--- src/rtl/keypad_pkg.sv ---
// keypad_pkg: shared types and constants for the keypad scan/debounce front end
// Ports: none (package).
package keypad_pkg;
    localparam int KEY_W = 4;
    localparam int SEL_W = 3;
    localparam logic [KEY_W-1:0] NO_KEY = 4'hF;
    typedef enum logic [1:0] {IDLE, CONFIRM, HELD} state_t;
endpackage

--- src/rtl/keypad_row_scanner.sv ---
// keypad_row_scanner: row-dwell divider and row select counter
// Ports: clk, rst_n (async active-low); sel = current row;
//        sample_en = last dwell cycle of a row; frame_end = sample_en on the last row.
import keypad_pkg::*;
module keypad_row_scanner #(
    parameter int SCAN_DIV = 1000,
    parameter int NUM_ROWS = 4
) (
    input  logic             clk,
    input  logic             rst_n,
    output logic [SEL_W-1:0] sel,
    output logic             sample_en,
    output logic             frame_end
);
    localparam int DW = $clog2(SCAN_DIV);
    logic [DW-1:0] div;
    // Sampling at the end of the dwell gives the decoder time to settle.
    assign sample_en = div == DW'(SCAN_DIV - 1);
    assign frame_end = sample_en && sel == SEL_W'(NUM_ROWS - 1);
    always_ff @(posedge clk or negedge rst_n) begin
        if (!rst_n) begin
            div <= '0;
            sel <= '0;
        end else if (sample_en) begin
            div <= '0;
            sel <= frame_end ? '0 : sel + SEL_W'(1);
        end else begin
            div <= div + DW'(1);
        end
    end
endmodule

--- src/rtl/keypad_scan_debounce.sv ---
// keypad_scan_debounce: keypad row scan, per-frame fold and frame-level debounce
// Ports: clk, rst_n (async active-low); press/scan_code from the key decoder;
//        sel = row select to the decoder; key_valid = one-cycle accept strobe;
//        key_code = last accepted key; key_held = accepted key still down.
import keypad_pkg::*;
module keypad_scan_debounce #(
    parameter int SCAN_DIV     = 1000,
    parameter int NUM_ROWS     = 4,
    parameter int DEBOUNCE_CNT = 3
) (
    input  logic             clk,
    input  logic             rst_n,
    input  logic             press,
    input  logic [KEY_W-1:0] scan_code,
    output logic [SEL_W-1:0] sel,
    output logic             key_valid,
    output logic [KEY_W-1:0] key_code,
    output logic             key_held
);
    localparam int CW = $clog2(DEBOUNCE_CNT + 1);
    localparam logic [CW-1:0] CMAX = CW'(DEBOUNCE_CNT);
    logic             sample_en, frame_end, found, accept, rel_done;
    logic [KEY_W-1:0] acc, frame_code, cand, cand_nxt;
    logic [CW-1:0]    cnt, cnt_nxt, rel_cnt, rel_nxt, cnt_inc, rel_inc;
    state_t           state, state_nxt;

    keypad_row_scanner #(.SCAN_DIV(SCAN_DIV), .NUM_ROWS(NUM_ROWS)) u_scan (
        .clk(clk), .rst_n(rst_n), .sel(sel), .sample_en(sample_en), .frame_end(frame_end)
    );

    // The last row's sample is folded in combinationally so the frame result
    // is ready in the same cycle that sample is taken.
    assign frame_code = found ? acc : (press ? scan_code : NO_KEY);
    always_ff @(posedge clk or negedge rst_n) begin
        if (!rst_n) begin
            found <= 1'b0;
            acc   <= NO_KEY;
        end else if (frame_end) begin
            found <= 1'b0;
            acc   <= NO_KEY;
        end else if (sample_en && press && !found) begin
            found <= 1'b1;
            acc   <= scan_code;
        end
    end

    assign cnt_inc = cnt == CMAX ? cnt : cnt + CW'(1);
    assign rel_inc = rel_cnt == CMAX ? rel_cnt : rel_cnt + CW'(1);

    always_ff @(posedge clk or negedge rst_n) begin
        if (!rst_n) begin
            state     <= IDLE;
            cand      <= NO_KEY;
            cnt       <= '0;
            rel_cnt   <= '0;
            key_valid <= 1'b0;
            key_code  <= NO_KEY;
            key_held  <= 1'b0;
        end else begin
            state     <= state_nxt;
            cand      <= cand_nxt;
            cnt       <= cnt_nxt;
            rel_cnt   <= rel_nxt;
            key_valid <= accept;
            key_code  <= accept ? cand_nxt : key_code;
            key_held  <= accept ? 1'b1 : (rel_done ? 1'b0 : key_held);
        end
    end

    always_comb begin
        state_nxt = state;
        cand_nxt  = cand;
        cnt_nxt   = cnt;
        rel_nxt   = rel_cnt;
        if (frame_end) begin
            case (state)
                IDLE: if (frame_code != NO_KEY) begin
                    cand_nxt  = frame_code;
                    cnt_nxt   = CW'(1);
                    state_nxt = DEBOUNCE_CNT == 1 ? HELD : CONFIRM;
                end
                CONFIRM: if (frame_code == NO_KEY) begin
                    cnt_nxt   = '0;
                    state_nxt = IDLE;
                end else if (frame_code != cand) begin
                    cand_nxt = frame_code;
                    cnt_nxt  = CW'(1);
                end else begin
                    cnt_nxt   = cnt_inc;
                    state_nxt = cnt_inc == CMAX ? HELD : CONFIRM;
                end
                HELD: begin
                    // Any frame other than the held key, even another key, counts toward release.
                    rel_nxt = frame_code == key_code ? '0 : rel_inc;
                    if (rel_nxt == CMAX) begin
                        rel_nxt   = '0;
                        state_nxt = IDLE;
                    end
                end
                default: state_nxt = IDLE;
            endcase
        end
    end

    always_comb begin
        accept   = frame_end && state != HELD && state_nxt == HELD;
        rel_done = frame_end && state == HELD && state_nxt == IDLE;
    end
endmodule

--- config.mk ---
export PLATFORM = sky130hd
export DESIGN_NAME = keypad_scan_debounce
export DESIGN_NICKNAME = d
export VERILOG_FILES = /design/src/rtl/keypad_pkg.sv /design/src/rtl/keypad_row_scanner.sv /design/src/rtl/keypad_scan_debounce.sv
export SDC_FILE = /design/constraint.sdc
export NUM_CORES = 1
export LEC_CHECK = 0
export BUFFER_PORTS_ARGS = -buffer_cell sky130_fd_sc_hd__buf_2
export CORE_MARGIN = 4
export CORE_UTILIZATION = 40
export DETAILED_ROUTE_END_ITERATION = 7
export GPL_TIMING_DRIVEN = 0
export PLACE_DENSITY = 0.6
export SETUP_SLACK_MARGIN = 0.2
export SLEW_MARGIN = 40
export SYNTH_ARGS = -nofsm -noshare
export SYNTH_HDL_FRONTEND = slang
export SYNTH_HIERARCHICAL = 1
export SYNTH_SLANG_ARGS = --single-unit
--- constraint.sdc ---
create_clock -name clk -period 3.8 [get_ports clk]
set_clock_uncertainty 0.2 [all_clocks]
set_input_delay 0.19 -clock clk [delete_from_list [all_inputs] [get_ports clk]]
set_output_delay 0.19 -clock clk [all_outputs]
set_load 0.01 [all_outputs]
Word-level counts from Yosys, hierarchy flattened
Index checks and enable logic that the tools add are counted.
{"block": "word_totals", "register_bits": 34, "input_bits": 7, "out_inout_bits": 9, "wordCells": 75}
{"block": "classes", "n_addsub": 4, "n_eq_ne": 15, "muxes": 30, "reduce_logical": 15}
{"op": "$mux 4", "n": 8}
{"op": "$mux 2", "n": 13}
{"op": "$eq 2x2->1 const B", "n": 6}
{"op": "$add 10x1->10 const B", "n": 1}
{"op": "$eq 10x10->1 const B", "n": 1}
{"op": "$mux 10", "n": 1}
{"op": "$pmux 4 s2", "n": 1}
{"op": "$logic_and 1x1->1", "n": 7}
{"op": "$pmux 2 s3", "n": 1}
{"op": "$reduce_bool 2->1", "n": 3}
{"op": "$add 2x1->2 const B", "n": 2}
{"op": "$eq 4x4->1", "n": 1}
{"op": "$eq 4x4->1 const B", "n": 1}
{"op": "$logic_not 2->1", "n": 2}
{"op": "$mux 1", "n": 4}
{"op": "$ne 2x2->1 const B", "n": 2}
{"op": "$ne 4x4->1", "n": 1}
{"op": "$ne 4x4->1 const B", "n": 1}
{"op": "$pmux 2 s2", "n": 1}
{"op": "$add 3x1->3 const B", "n": 1}
{"op": "$eq 3x2->1 const B", "n": 1}
{"op": "$mux 3", "n": 1}
{"op": "$reduce_and 3->1", "n": 1}
{"op": "$eq 2x1->1 const B", "n": 1}
{"op": "other kinds (2)", "n": 2}

Depth between registers and ports, before layout
{"block": "logic_depth", "depth_word": 12, "depth_mapped": 9}

By module
Netlist, hierarchy kept.
{"module": "keypad_scan_debounce", "n_inst": 1, "cells_per_inst": 111, "area_per_inst_um2": 1217.4}
{"module": "keypad_row_scanner", "n_inst": 1, "cells_per_inst": 57, "area_per_inst_um2": 629.4}

Least setup slack after synthesis
OpenSTA, ideal clock, no wires.
{"block": "synth_timing", "kind": "register to register", "startpoint": "reg u_scan.div[0]", "endpoint": "reg key_code[0]", "setup_ps": 82, "t_arrival_ps": 2395, "setup_slack_ps": 1123, "path_stages_with_launch": 10, "n_path_buf": 1, "cell_sequence": "dfrtp_1 -> ha_1 -> and4_1 -> and4_1 -> buf_4 -> and3_1 -> inv_1 -> nor3_4 -> nand4_4 -> mux2_4"}
{"block": "synth_between", "elab_chain_len": 5, "word_cells_on_any_way": 7}
{"item": "from (decl)", "line": "keypad_row_scanner.sv:16", "text": "logic [DW-1:0] div;"}
{"item": "from (signal assigned)", "line": "keypad_row_scanner.sv:28", "text": "div <= div + DW'(1);"}
{"item": "$eq 10x10->1 (*)", "line": "keypad_row_scanner.sv:18", "text": "assign sample_en = div == DW'(SCAN_DIV - 1);"}
{"item": "named net sample_en", "line": "keypad_scan_debounce.sv:22", "text": "logic sample_en, frame_end, found, accept, rel_done;"}
{"item": "$logic_and 1x1->1 (*)", "line": "keypad_row_scanner.sv:19", "text": "assign frame_end = sample_en && sel == SEL_W'(NUM_ROWS - 1);"}
{"item": "named net frame_end", "line": "keypad_scan_debounce.sv:22"}
{"item": "$mux 2", "line": "keypad_scan_debounce.sv:75", "text": "if (frame_end) begin"}
{"item": "$eq 2x2->1", "line": "keypad_scan_debounce.sv:106", "text": "accept = frame_end && state != HELD && state_nxt == HELD;"}
{"item": "$logic_and 1x1->1", "line": "keypad_scan_debounce.sv:106"}
{"item": "to (signal assigned)", "line": "keypad_scan_debounce.sv:65", "text": "key_code <= accept ? cand_nxt : key_code;"}
{"item": "to (decl)", "line": "keypad_scan_debounce.sv:17", "text": "output logic [KEY_W-1:0] key_code,"}
Mark *: on every way through the listed nets, which the timed path passes. The rest lies on a longest branch.
A chain may end at the register's enable or synchronous reset.

Final worst setup path
{"block": "layout_timing", "startpoint": "reg u_scan.div[0]", "endpoint": "reg key_code[3]"}
The elaborated chain is that of the path after synthesis.

==> summary.txt <==
Flow run
  • Max-cap violations: 0

Floorplan
  • Initial Util: 41.8%
  • Die area: 5770 sq um
  • # rows: 24
  • Die Y: 75.9 microns
  • Core box area: 4410 sq um
  • I/O Pins: 16
  • Width of the die: 75.9 microns

STA
  • Count of pins over their slew limit: 0
  • Slew HR: 54.1%
  • Worst-margin pin slew: 0.679 ns
  • Hold Vio Cnt, Final: 0
  • Fin crit share: 84.3%
  • RSZ-0062 raised after global routing: no
  • F_max: 0.312 GHz
  • Final setup fails: 0
  • Hold Slack: 0.0152 ns
  • Final Critical Period: 3.20 ns
  • Setup TNS: 0 ns

Synthesis
  • EDFF count, synth: 0
  • Post-Syn Area: 1850 sq um
  • Register bit total from synthesis: 34
  • Register area share after synthesis: 46.9%
  • Proportion of synthesized area in mux cells: 6.64%
  • Post-Synth Simple-Gate Area: 27.8%
  • XOR/XNOR Fraction of Synth Area: 1.90%
  • Gate Count Post-Synth: 168
  • Top-area cell type share of the netlist area: 29.8%
  • Synthesized Nets: 177
  • Synthesized-area fraction occupied by adder cells: 1.36%
  • Top cells by area, synth: dfrtp_1 (30%), dfstp_2 (17%), o21ai_0 (4.1%)
  • Synth cell types: 48
  • FFs w/ async S/R, synth: 100%
  • Syn Area/Cell: 11.0 sq um
  • Synth Area in Compound Gates: 12.9%
  • YS warnings: 6
  • Post-synth top flop: dfrtp_1
  • Largest family of logic cells by synthesized area: simple AND/OR/NAND/NOR gates
  • Synth area leader: dfrtp_1

Critical path
  • CP startpoint kind: register
  • Crit-path leading delay family: simple AND/OR/NAND/NOR gates
  • Worst EP required: 3.81 ns
  • Kind of critical path: reg -> reg
  • Worst Path Buf+Inv: 2
  • Crit path DAT: 3.21 ns
  • Crit-path cells: ha_1, and4_1, and4_1, buf_4, and3_1, inv_1, nor3_4, nand4_4, mux2_4
  • Crit end category: register
  • Worst Setup SP: u_scan/div[0]
  • Crit-path max cell delay: 0.44 ns
  • Most frequent CP cell: and4_1
  • Reg2Reg Depth: 9
  • FF-to-FF Start: u_scan/div[0]
  • Worst r2r dst: key_code[3]
  • Worst Path Max Fanout: 11
  • Register-to-Register Setup Slack: 0.60 ns
  • Slowest CP cell: nor3_4

Global route
  • Met2 global-route usage: 20.5%
  • M1 GR Usage: 19.6%
  • GR Util All Layers: 14.2%
  • Top Usage Layer GRT: met2
  • Met3 GRT Util: 4.50%
  • GRT overflow: 0
  • Vias in the first global route: 1371
  • Largest net degree at the start of global routing: 35
  • Initial antenna violation count: 0
  • First-pass GRT wire length: 6690 microns

CTS
  • Root buffer cell: clkbuf_8
  • Clk buf depth: 2
  • CTS buffer count: 5
  • Post-CTS setup buffers: 0
  • Clock latency at the later pin of the worst-skew pair: 0.29 ns
  • TritonCTS clock tree: built
  • H-tree Lvls: 2
  • Sink Count: 34
  • Reg clk slew, reported paths: 0.07 ns

Final layout
  • Antenna cells: 0
  • Fill count: 407
  • Layout Nets: 204
  • Area growth from synthesis to layout: 17.9%
  • Final Util: 49.3%
  • Share of post-route cells with drive strength above 1: 30.1%
  • Layout Cells excl Fill: 248
  • Final Cell Area: 2180 sq um

Drt
  • Vias: 1385
  • Antenna viol nets, final: 0
  • First DRT Iteration DRCs: 59
  • Final wirelength: 3770 microns
  • Avg WL per Cell: 15.2 microns
  • Via density: 5.58
  • Drt first pass iters: 4
  • Drt drc: 0

Run status
  • Status: completed

Min path
  • Hold Crit Start: press
  • Hold Path Sink: found
  • HP Class: in -> reg
  • Hold Path Depth: 3

Power and ir drop
  • Largest vdd supply drop: 0.206 mV
  • Power Density: 373 nW/um^2
  • Lkg Pwr: 0.977 nW

Placement
  • Dpl cells: 235
  • Placed cell area: 1990 sq um
  • Port bufs: 15
  • Dpl hpwl: 2760 microns
  • GPL Wtd Cong: 0.833
-- power by group --
| part | internal (mW) | total, mW | switching, mW |
|---|---|---|---|
| clock network | 0.263 | 0.397 | 0.134 |
| registers | 0.368 | 0.372 | 0.00351 |
| logic | 0.0186 | 0.0437 | 0.0251 |
-- cell usage in the layout, fill, tap and decap left out, types with 3 or more instances in the layout --
cell and count:
buf_2 15, dlygate4sd3_1 5, nand4_1 3, dfstp_2 12, nor2_1 6, nor2b_1 3, o21a_1 8, xor2_1 4
nand2_1 11, clkbuf_8 5, mux2_4 4, nand3_1 7, dfrtp_1 22, mux2i_1 4, inv_1 6, nor3b_2 4
o21ai_0 15, nor3_1 7, a21oi_1 8
-- through the flow --
stage / total power, mW / worst slack, ns
after global placement: 0.417 / 0.701
final: 0.812 / 0.598
after floorplan: 0.401 / 1.12
after detailed placement: 0.418 / 0.629
after global routing: 0.850 / 0.398
after CTS: 0.824 / 0.597
-- worst register-to-register path, stage by stage (launching register included) --
cell and delay (ns):
dfrtp_1 0.39, ha_1 0.21, and4_1 0.33, and4_1 0.22, buf_4 0.18, and3_1 0.31, inv_1 0.21, nor3_4 0.44
nand4_4 0.27, mux2_4 0.37
-- synthesized netlist by cell type (all sizes together) (2+ instances only) --
master,count
nand4,4
nand3,8
and4,2
o21a,8
buf,3
nand2,13
nand4b,2
mux2i,4
nor3b,5
o21ai,15
mux2,6
nor3,9
nor2,6
nor2b,5
nor4b,4
inv,6
xor2,4
dfstp,12
and3,3
ha,2
a22o,2
dfrtp,22
or3,4
a21oi,8
and2b,2
-- layout make-up --
| type | instances | area, sq um | area share [%] |
|---|---|---|---|
| repair buffers | 20 | 128 | 5.86 |
| flip-flops and latches | 34 | 866 | 39.8 |
| well taps | 52 | 65.1 | 2.99 |
| clock buffers | 5 | 68.8 | 3.16 |
| plain buffers | 3 | 23.8 | 1.09 |
| multi-input cells | 125 | 935 | 42.9 |
| clock inverters | 3 | 68.8 | 3.16 |
| inverters | 6 | 22.5 | 1.03 |
-- logic make-up after synthesis --
| group | count (synthesis) |
|---|---|
| muxes | 10 |
| AOI/OAI and AO/OA | 39 |
| buffers and inverters | 9 |
| xor gates and xnor gates | 4 |
| and+or+nand+nor | 70 |
| adders and majority gates | 2 |
| DFF | 34 |
-- worst max path at each step --
stage,to,cells after the start,slack [ns]
finish,key_code[3],9,0.60
global route,key_code[2],9,0.40
CTS,key_code[3],9,0.60
detailed placement,key_code[3],9,0.63
global placement,key_code[3],9,0.70
floorplan,key_code[0],9,1.12
-- flip-flops by register name, indices dropped and copies added, names as in the netlist --
signal,count
acc,4
key_held,1
found,1
key_valid,1
key_code,4
u_scan/div,10
u_scan/sel,3
rel_cnt,2
cand,4
cnt,2
state,2
-- repair_timing --
action	CTS	global route
resized for setup	0	0
endpoints found under the hold margin	26	0
hold buffers	5	0
endpoints found under the setup margin	0	0
-- metal layers --
layer | wire length [microns] | vias to the layer above
met3 | 184 | 6
met1 | 1750 | 684
met4 | 58 | 0
met2 | 1780 | 25
met5 | 0 | -
li1 | - | 670
No activity file was read; power rests on OpenSTA's default activity.
